[config.mk]
export PLATFORM = sky130hd
export DESIGN_NAME = fetch_stage
export DESIGN_NICKNAME = d
export VERILOG_FILES = /design/src/rtl/fetch_stage_pkg.sv /design/src/rtl/fetch_skid_buffer.sv /design/src/rtl/fetch_stage.sv
export SDC_FILE = /design/constraint.sdc
export NUM_CORES = 1
export LEC_CHECK = 0
export CORE_ASPECT_RATIO = 0.7
export CORE_MARGIN = 3
export CORE_UTILIZATION = 44
export DETAILED_ROUTE_END_ITERATION = 12
export PLACE_DENSITY = 0.73
export SLEW_MARGIN = 25
export SYNTH_ARGS = -nofsm -noshare
export SYNTH_HDL_FRONTEND = slang
export SYNTH_HIERARCHICAL = 1
export SYNTH_SLANG_ARGS = --single-unit
[constraint.sdc]
create_clock -name clk -period 4.68 [get_ports clk]
set_input_delay 0.468 -clock clk [delete_from_list [all_inputs] [get_ports clk]]
set_output_delay 0.468 -clock clk [all_outputs]
set_load 0.02 [all_outputs]
[src/rtl/fetch_stage_pkg.sv]
// Shared constants and FSM encoding for the RV32I instruction-fetch stage.
package fetch_stage_pkg;

  localparam logic [31:0] RESET_PC_DEF  = 32'h0000_0000;
  localparam logic [31:0] NOP_INSTR_DEF = 32'h0000_0013;

  typedef enum logic [1:0] {
    S_IDLE = 2'd0,
    S_WAIT = 2'd1,
    S_DROP = 2'd2
  } state_e;

endpackage

[src/rtl/fetch_skid_buffer.sv]
// One-entry {pc, instr} holding register that catches a fetched word while decode is stalled.
module fetch_skid_buffer (
  input  logic        clk,
  input  logic        rst,
  input  logic        i_push,
  input  logic        i_pop,
  input  logic        i_flush,
  input  logic [31:0] i_pc,
  input  logic [31:0] i_instr,
  output logic        o_full,
  output logic [31:0] o_pc,
  output logic [31:0] o_instr
);

  logic        r_full;
  logic [31:0] r_pc;
  logic [31:0] r_instr;

  always_ff @(posedge clk or posedge rst) begin
    if (rst) begin
      r_full  <= 1'b0;
      r_pc    <= 32'h0;
      r_instr <= 32'h0;
    end else if (i_flush) begin
      r_full <= 1'b0;
    end else if (i_push) begin
      r_full  <= 1'b1;
      r_pc    <= i_pc;
      r_instr <= i_instr;
    end else if (i_pop) begin
      r_full <= 1'b0;
    end
  end

  assign o_full  = r_full;
  assign o_pc    = r_pc;
  assign o_instr = r_instr;

endmodule

[src/rtl/fetch_stage.sv]
// Instruction-fetch stage: owns the PC, keeps at most one imem request in flight, drives IF/ID.
// Handshake: a request is accepted on an edge where imem_req && imem_ready; its single response
// arrives on a later cycle with imem_rvalid, and responses are never back-pressured.
module fetch_stage
  import fetch_stage_pkg::*;
#(
  parameter logic [31:0] RESET_PC  = RESET_PC_DEF,
  parameter logic [31:0] NOP_INSTR = NOP_INSTR_DEF
) (
  input  logic        clk,
  input  logic        rst,
  input  logic        stall,
  input  logic        redirect_valid,
  input  logic [31:0] redirect_pc,
  output logic        imem_req,
  output logic [31:0] imem_addr,
  input  logic        imem_ready,
  input  logic        imem_rvalid,
  input  logic [31:0] imem_rdata,
  output logic        if_id_valid,
  output logic [31:0] if_id_pc,
  output logic [31:0] if_id_instr,
  output logic [4:0]  if_id_rs1_addr,
  output logic [4:0]  if_id_rs2_addr,
  output state_e      dbg_state
);

  state_e      r_state;
  logic [31:0] r_pc;
  logic [31:0] r_pc_req;
  logic        r_run;
  logic        r_if_valid;
  logic [31:0] r_if_pc;
  logic [31:0] r_if_instr;

  logic        w_accept;
  logic        w_deliver;
  logic        w_push;
  logic        w_pop;
  logic        w_skid_full;
  logic [31:0] w_skid_pc;
  logic [31:0] w_skid_instr;
  logic [31:0] w_redirect_pc;
  logic        w_unused_bits;

  assign w_redirect_pc = {redirect_pc[31:2], 2'b00};
  assign w_unused_bits = &{1'b0, redirect_pc[1:0]};

  // r_run holds the first request off until the cycle after reset is released.
  assign imem_req  = r_run && (r_state == S_IDLE) && !w_skid_full && !redirect_valid;
  assign imem_addr = {r_pc[31:2], 2'b00};
  assign w_accept  = imem_req && imem_ready;
  assign w_deliver = (r_state == S_WAIT) && imem_rvalid && !redirect_valid;
  assign w_push    = w_deliver && stall;
  assign w_pop     = w_skid_full && !stall && !redirect_valid;

  fetch_skid_buffer u_skid (
    .clk     (clk),
    .rst     (rst),
    .i_push  (w_push),
    .i_pop   (w_pop),
    .i_flush (redirect_valid),
    .i_pc    (r_pc_req),
    .i_instr (imem_rdata),
    .o_full  (w_skid_full),
    .o_pc    (w_skid_pc),
    .o_instr (w_skid_instr)
  );

  always_ff @(posedge clk or posedge rst) begin
    if (rst) begin
      r_state  <= S_IDLE;
      r_pc     <= RESET_PC;
      r_pc_req <= RESET_PC;
      r_run    <= 1'b0;
    end else begin
      r_run <= 1'b1;
      if (redirect_valid) begin
        r_pc <= w_redirect_pc;
        // A response still owed by memory must be swallowed before the next request.
        if ((r_state == S_WAIT || r_state == S_DROP) && !imem_rvalid) r_state <= S_DROP;
        else r_state <= S_IDLE;
      end else begin
        case (r_state)
          S_IDLE: if (w_accept) begin
            r_state  <= S_WAIT;
            r_pc_req <= r_pc;
          end
          S_WAIT: if (imem_rvalid) begin
            r_pc    <= r_pc + 32'd4;
            r_state <= S_IDLE;
          end
          S_DROP: if (imem_rvalid) r_state <= S_IDLE;
          default: r_state <= S_IDLE;
        endcase
      end
    end
  end

  always_ff @(posedge clk or posedge rst) begin
    if (rst) begin
      r_if_valid <= 1'b0;
      r_if_pc    <= 32'h0;
      r_if_instr <= NOP_INSTR;
    end else if (redirect_valid) begin
      r_if_valid <= 1'b0;
      r_if_instr <= NOP_INSTR;
    end else if (stall) begin
      r_if_valid <= r_if_valid;
    end else if (w_skid_full) begin
      r_if_valid <= 1'b1;
      r_if_pc    <= w_skid_pc;
      r_if_instr <= w_skid_instr;
    end else if (w_deliver) begin
      r_if_valid <= 1'b1;
      r_if_pc    <= r_pc_req;
      r_if_instr <= imem_rdata;
    end else begin
      r_if_valid <= 1'b0;
      r_if_instr <= NOP_INSTR;
    end
  end

  assign if_id_valid    = r_if_valid;
  assign if_id_pc       = r_if_pc;
  assign if_id_instr    = r_if_instr;
  assign if_id_rs1_addr = r_if_instr[19:15];
  assign if_id_rs2_addr = r_if_instr[24:20];
  assign dbg_state      = r_state;

endmodule

### Yosys cells after proc, flatten, opt, wreduce, memory -nomap -nowiden

Cells that the tools add are included.
W data, S select, Z words.

| word-level totals | value |
|---|---|
| input bits | 70 |
| logic and storage cells | 65 |
| flip-flop bits (word level) | 197 |

| operators by class | value |
|---|---|
| equal/unequal tests | 5 |
| bitwise logic cells | 2 |
| multiplexer cells | 21 |
| add/sub/neg operators | 1 |
| reductions and logical operators | 26 |

Operators by type and width:

| cell | count |
|---|---|
| $mux W32 | 9 |
| $add A32 B3 Y32 const B | 1 |
| $logic_and A1 B1 Y1 | 10 |
| $mux W2 | 4 |
| $mux W1 | 7 |
| $reduce_and A2 Y1 | 3 |
| $reduce_and A3 Y1 | 2 |
| $reduce_bool A2 Y1 | 3 |
| $logic_not A1 Y1 | 4 |
| $pmux W2 S2 | 1 |
| $ne A3 B1 Y1 const B | 1 |
| $ne A3 B3 Y1 const B | 1 |
| $reduce_bool A3 Y1 | 1 |
| $eq A2 B1 Y1 const B | 1 |
| $eq A2 B2 Y1 const B | 1 |
| $logic_not A2 Y1 | 1 |
| $ne A2 B1 Y1 const B | 1 |
| $not A1 Y1 | 2 |
| $reduce_or A2 Y1 | 1 |
| $logic_or A1 B1 Y1 | 1 |

### Logic depth before layout (Yosys ltp)

| logic depth | value |
|---|---|
| word-level depth | 8 |
| gate-level depth with buffers | 9 |
| mapped depth without buffers | 6 |

### Modules after synthesis

Netlist, hierarchy kept.

Modules (own cells, without submodules):

| module | instances | cells an instance | area each (um^2) | seq. area each (um^2) |
|---|---|---|---|---|
| fetch_stage | 1 | 557 | 6022.0 | 3206.8 |
| fetch_skid_buffer | 1 | 141 | 2745.1 | 1626.6 |

### Worst setup path after synthesis

No wires, ideal clock.

| path | value |
|---|---|
| path type | flip-flop to flip-flop |
| start point | reg r_state[1] (netlist: dbg_state[1]) |
| end point | reg r_pc_req[11] |
| arrival | 2.345 ns |
| cell stages (with the launch flop) | 7 |
| path buffers | 1 |
| data required time | 4.555 ns |
| period minus slack after synthesis | 2.469 ns |
| path slack | 2.211 ns |
| cell sequence | dfrtp_1 inv_1 ha_1 nor4bb_1 nand2_1 clkbuf_1 mux2_2 |

| between the ends | value |
|---|---|
| cells in the longest elaborated chain, start to end | 6 |

RTL lines:

| element | RTL line | source |
|---|---|---|
| from (decl) | fetch_stage.sv:28 | `state_e r_state;` |
| from (signal assigned) | fetch_stage.sv:72 | `r_state <= S_IDLE;` |
| from (signal assigned) | fetch_stage.sv:81 | `if ((r_state == S_WAIT \|\| r_state == S_DROP) && !imem_rvalid) r_state <= S_DROP;` |
| from (signal assigned) | fetch_stage.sv:82 | `else r_state <= S_IDLE;` |
| $logic_not A2 Y1 | fetch_stage.sv:50 | `assign imem_req = r_run && (r_state == S_IDLE) && !w_skid_full && !redirect_valid;` |
| $logic_and A1 B1 Y1 (3 in a row) | fetch_stage.sv:50 |  |
| net imem_req | fetch_stage.sv:15 | `output logic imem_req,` |
| $logic_and A1 B1 Y1 | fetch_stage.sv:52 | `assign w_accept = imem_req && imem_ready;` |
| $reduce_and A3 Y1 (no line) | - |  |
| to (signal assigned) | fetch_stage.sv:87 | `r_pc_req <= r_pc;` |
| to (decl) | fetch_stage.sv:30 | `logic [31:0] r_pc_req;` |

The timed path passes the listed nets, and every way through them passes these cells.
A chain may end at the register's enable or synchronous reset.

### Final worst setup path

| path | value |
|---|---|
| start point | reg r_state[1] (netlist: dbg_state[1]) |
| end point | reg u_skid.r_instr[5] (netlist: u_skid/o_instr[5]) |

| between the ends | value |
|---|---|
| cells in the longest elaborated chain, start to end | 5 |

RTL lines:

| element | RTL line | source |
|---|---|---|
| $eq A2 B1 Y1 | fetch_stage.sv:53 | `assign w_deliver = (r_state == S_WAIT) && imem_rvalid && !redirect_valid;` |
| $logic_and A1 B1 Y1 (2 in a row) | fetch_stage.sv:53 |  |
| $logic_and A1 B1 Y1 | fetch_stage.sv:54 | `assign w_push = w_deliver && stall;` |
| net w_push | fetch_stage.sv:38 | `logic w_push;` |
| $reduce_and A2 Y1 (no line) | - |  |
| to (signal assigned) | fetch_skid_buffer.sv:29 | `r_instr <= i_instr;` |
| to (decl) | fetch_skid_buffer.sv:17 | `logic [31:0] r_instr;` |

The timed path passes the listed nets, and every way through them passes these cells.

==> impl_metrics.sql <==
INSERT INTO impl_metrics (metric_group, metric, value, unit) VALUES
('logic_synthesis', 'synth.distinct_cells', '55', ''),
('global_route', 'antenna_found_initial', '0', ''),
('final_layout', 'mostFrequentLayoutCell', 'sky130_fd_sc_hd__dfrtp_1', ''),
('setup_path', 'critPathBufInv', '2', ''),
('pwr', 'static-leakage-power', '4.94', 'nW'),
('pwr', 'power.share.switching', '28.8', '%'),
('final_layout', 'fillers', '1612', ''),
('final_layout', 'layout.cells.most_common_list', 'sky130_fd_sc_hd__dfrtp_1, sky130_fd_sc_hd__clkdlybuf4s50_1, sky130_fd_sc_hd__nand2_1, sky130_fd_sc_hd__mux2_4, sky130_fd_sc_hd__o21ai_0', ''),
('logic_synthesis', 'syn_area_per_cell', '12.6', 'um^2'),
('outcome', 'run_status', 'complete, no violations', ''),
('routing', 'via_per_inst', '5.49', ''),
('logic_synthesis', 'sequential_area_share_after_synthesis', '55.1', '%'),
('sta', 'final_period_minus_worst_setup_slack', '2760', 'ps'),
('floorplan', 'std_cell_rows', '42', ''),
('routing', 'drt_first_iter_violations', '502', ''),
('setup_path', 'worst_setup_path_start_kind', 'register', ''),
('sta', 'timing.fmax', '362', 'MHz'),
('floorplan', 'floorplan.initialDensity', '45.6', '%'),
('routing', 'remaining_routing_drc_violations', '0', ''),
('logic_synthesis', 'post-synth-top-area-fraction', '54.2', '%'),
('cts', 'clock_tree.htree_level_count', '4', ''),
('floorplan', 'floorplan.die.width', '175', 'um'),
('global_route', 'grt_pass1_vias', '6231', ''),
('pwr', 'p_switching', '1.26', 'mW'),
('cts', 'post_cts_resized', '0', ''),
('sta', 'finalHoldViolations', '0', ''),
('cts', 'clock_insertion_delay_worst_skew', '430', 'ps'),
('final_layout', 'final_core_utilization', '58.1', '%'),
('place', 'placed_cell_area', '0.0106', 'mm^2'),
('global_route', 'grt_use_total', '20.4', '%'),
('logic_synthesis', 'synth_area_leader_cell', 'sky130_fd_sc_hd__dfrtp_1', ''),
('pwr', 'pwr-share-seq', '48.3', '%'),
('global_route', 'grt_max_degree', '54', ''),
('logic_synthesis', 'post_synth_instance_area', '0.00877', 'mm^2'),
('setup_path', 'critPathArrivalTime', '3080', 'ps'),
('cts', 'postCtsSetupBuffers', '0', ''),
('routing', 'dr.pass1.iters', '5', ''),
('setup_path', 'top_delay_family_on_crit_path', 'simple AND/OR/NAND/NOR gates', ''),
('logic_synthesis', 'ys_ff_latch', '193', ''),
('setup_path', 'critical_path_cell_by_cell', 'inv_1 > ha_1 > nand2_1 > nor2_1 > nor2b_4 > buf_4 > mux2_4', ''),
('cts', 'cts-buffers-inserted', '17', ''),
('logic_synthesis', 'synth.top_cells.by_area', 'sky130_fd_sc_hd__dfrtp_1, sky130_fd_sc_hd__mux2_4, sky130_fd_sc_hd__mux2_2, sky130_fd_sc_hd__mux2i_1, sky130_fd_sc_hd__a222oi_1', ''),
('pwr', 'worst_ir_drop_vdd', '0.216', 'mV'),
('sta', 'slew_headroom', '41.0', '%'),
('global_route', 'grt_pass1_wl', '34500', 'um'),
('final_layout', 'syn2layout_area_growth', '27.5', '%'),
('cts', 'postCtsHoldBufs', '0', ''),
('sta', 'finalClockSkew', '11.1', 'ps'),
('floorplan', 'core_area', '0.0192', 'mm^2'),
('sta', 'max_slew.worst_pin.slew', '884', 'ps'),
('setup_path', 'crit_fanout', '22', ''),
('place', 'place.port_buffers', '175', ''),
('min_path', 'holdCritPathClass', 'register to register', ''),
('pwr', 'share_clk_of_total_power', '33.5', '%'),
('run', 'cap_violations', '0', ''),
('sta', 'tns', '0', 'ps'),
('routing', 'detail_route.wl_per_cell', '19.2', 'um'),
('sta', 'timing.final.crit_share', '59.1', '%'),
('setup_path', 'worst-setup-path-type', 'register to register', ''),
('final_layout', 'postLayoutCellArea', '0.0112', 'mm^2'),
('place', 'place.gp.congestion', '0.792', ''),
('logic_synthesis', 'synthesis.instances', '698', ''),
('global_route', 'globalRoute.totalOverflow', '0', ''),
('setup_path', 'crit_path_max_incr_delay', '750', 'ps'),
('cts', 'clk_pin_slew', '70', 'ps'),
('routing', 'wl', '21700', 'um'),
('setup_path', 'critical_path.endpoint_type', 'register', ''),
('pwr', 'cellPowerDensity', '390', 'mW/mm^2'),
('final_layout', 'drive_above_1_share', '18.8', '%'),
('setup_path', 'required', '4990', 'ps'),
('pwr', 'combinationalPowerShare', '18.2', '%');
-- cells in the mapped netlist, drive strengths merged --
cell,instances
nor3,1
and2,2
or4b,4
dfrtp,190
clkbuf,31
mux2,95
nand2,63
and4,7
ha,3
xnor2,3
o211ai,4
o221a,1
or2,4
o311ai,4
dlymetal6s2s,1
dfstp,3
nor2b,5
a22o,2
buf,26
o22a,3
conb,2
nor4b,1
nor3b,2
or4,12
nand4,12
nor4bb,1
nand3,16
xor2,7
a21oi,5
a22oi,3
nand2b,2
nor2,14
a211o,1
or3,3
a31oi,10
o41ai,1
and2b,1
o21ai,48
inv,37
mux2i,31
a222oi,29
o31ai,6
nor4,2
-- worst min-delay path, cell delays in order (launching register included) --
cell                      delay, ps
sky130_fd_sc_hd__dfrtp_1        350
sky130_fd_sc_hd__nand2_1         40
sky130_fd_sc_hd__o21ai_0         60
-- per-stage QoR --
stage / cells / worst slack [ps] / hold WS [ps] / total power, mW
after floorplan: 701 / 804 / 455 / 2.55
after global placement: 1095 / 1540 / 464 / 2.90
after detailed placement: 1095 / 1510 / 470 / 2.93
after CTS: 1127 / 1870 / 486 / 4.41
after global routing: 1127 / 1740 / 511 / 4.58
final: 1127 / 1920 / 480 / 4.36
-- cell families (layout without fill, tap and decap cells) --
kind of cell / count (synthesis) / in the layout / share of synthesized area (%)
adder cells (fa/ha/maj): 3 / 3 / 0.428
AO/OA/AOI/OAI: 117 / 117 / 9.39
other: 2 / 5 / 0.0857
buffers and inverters: 95 / 257 / 6.28
flip-flops: 193 / 193 / 55.1
AND/OR/NAND/NOR: 152 / 152 / 9.38
multiplexers: 126 / 126 / 18.3
XOR/XNOR: 10 / 10 / 0.999
-- worst paths after layout --
check                                          from                       endpoint  slack (ps)  cells after the start
setup / recovery           dbg_state[1]$_DFFE_PP0P_  u_skid/o_instr[5]$_DFFE_PP0P_        1920                      7
hold / removal              if_id_pc[4]$_DFFE_PP0P_        if_id_pc[4]$_DFFE_PP0P_         480                      2
setup reg to reg           dbg_state[1]$_DFFE_PP0P_  u_skid/o_instr[5]$_DFFE_PP0P_        1920                      7
hold reg to reg             if_id_pc[4]$_DFFE_PP0P_        if_id_pc[4]$_DFFE_PP0P_         480                      2
max in group asynchronous                       rst        if_id_pc[8]$_DFFE_PP0P_        3230                      3
min in group asynchronous                       rst     if_id_instr[7]$_DFFE_PP0P_         490                      2
-- per-layer routing --
metal | vias to the layer above | part of all wire (%) | track usage, % | routed length [um]
met5 | - | 0 | 0 | 0
met4 | 0 | 1.6 | 6.82 | 357
met3 | 28 | 5.5 | 3.90 | 1190
met2 | 213 | 44 | 30.2 | 9460
met1 | 3121 | 49 | 30.2 | 10700
li1 | 2823 | - | - | -
-- registers in the layout (all words and copies together), names as in the netlist --
register	flops
if_id_valid	1
dbg_state	2
r_run	1
if_id_instr	32
r_pc_req	30
u_skid/o_instr	32
u_skid/o_pc	32
u_skid/o_full	1
r_pc	30
if_id_pc	32
-- power groups by stage --
| stage | clock, mW | sequential [mW] | combinational, mW |
|---|---|---|---|
| 3_3_place_gp | 0 | 2.12 | 0.783 |
| 6_report | 1.46 | 2.10 | 0.795 |
| 5_1_grt | 1.57 | 2.14 | 0.867 |
| 4_1_cts | 1.50 | 2.10 | 0.805 |
| 3_5_place_dp | 0 | 2.13 | 0.804 |
| 2_1_floorplan | 0 | 2.18 | 0.370 |
-- cell type report --
class	count	area, um^2	area share [%]
flip-flops and latches	193	4830	43.3
multi-input cells	413	3410	30.5
repair buffers	188	1860	16.6
clock buffers	17	425	3.81
well taps	264	330	2.96
clock inverters	15	173	1.55
inverters	37	145	1.30
(Power assumes the default switching activity.)
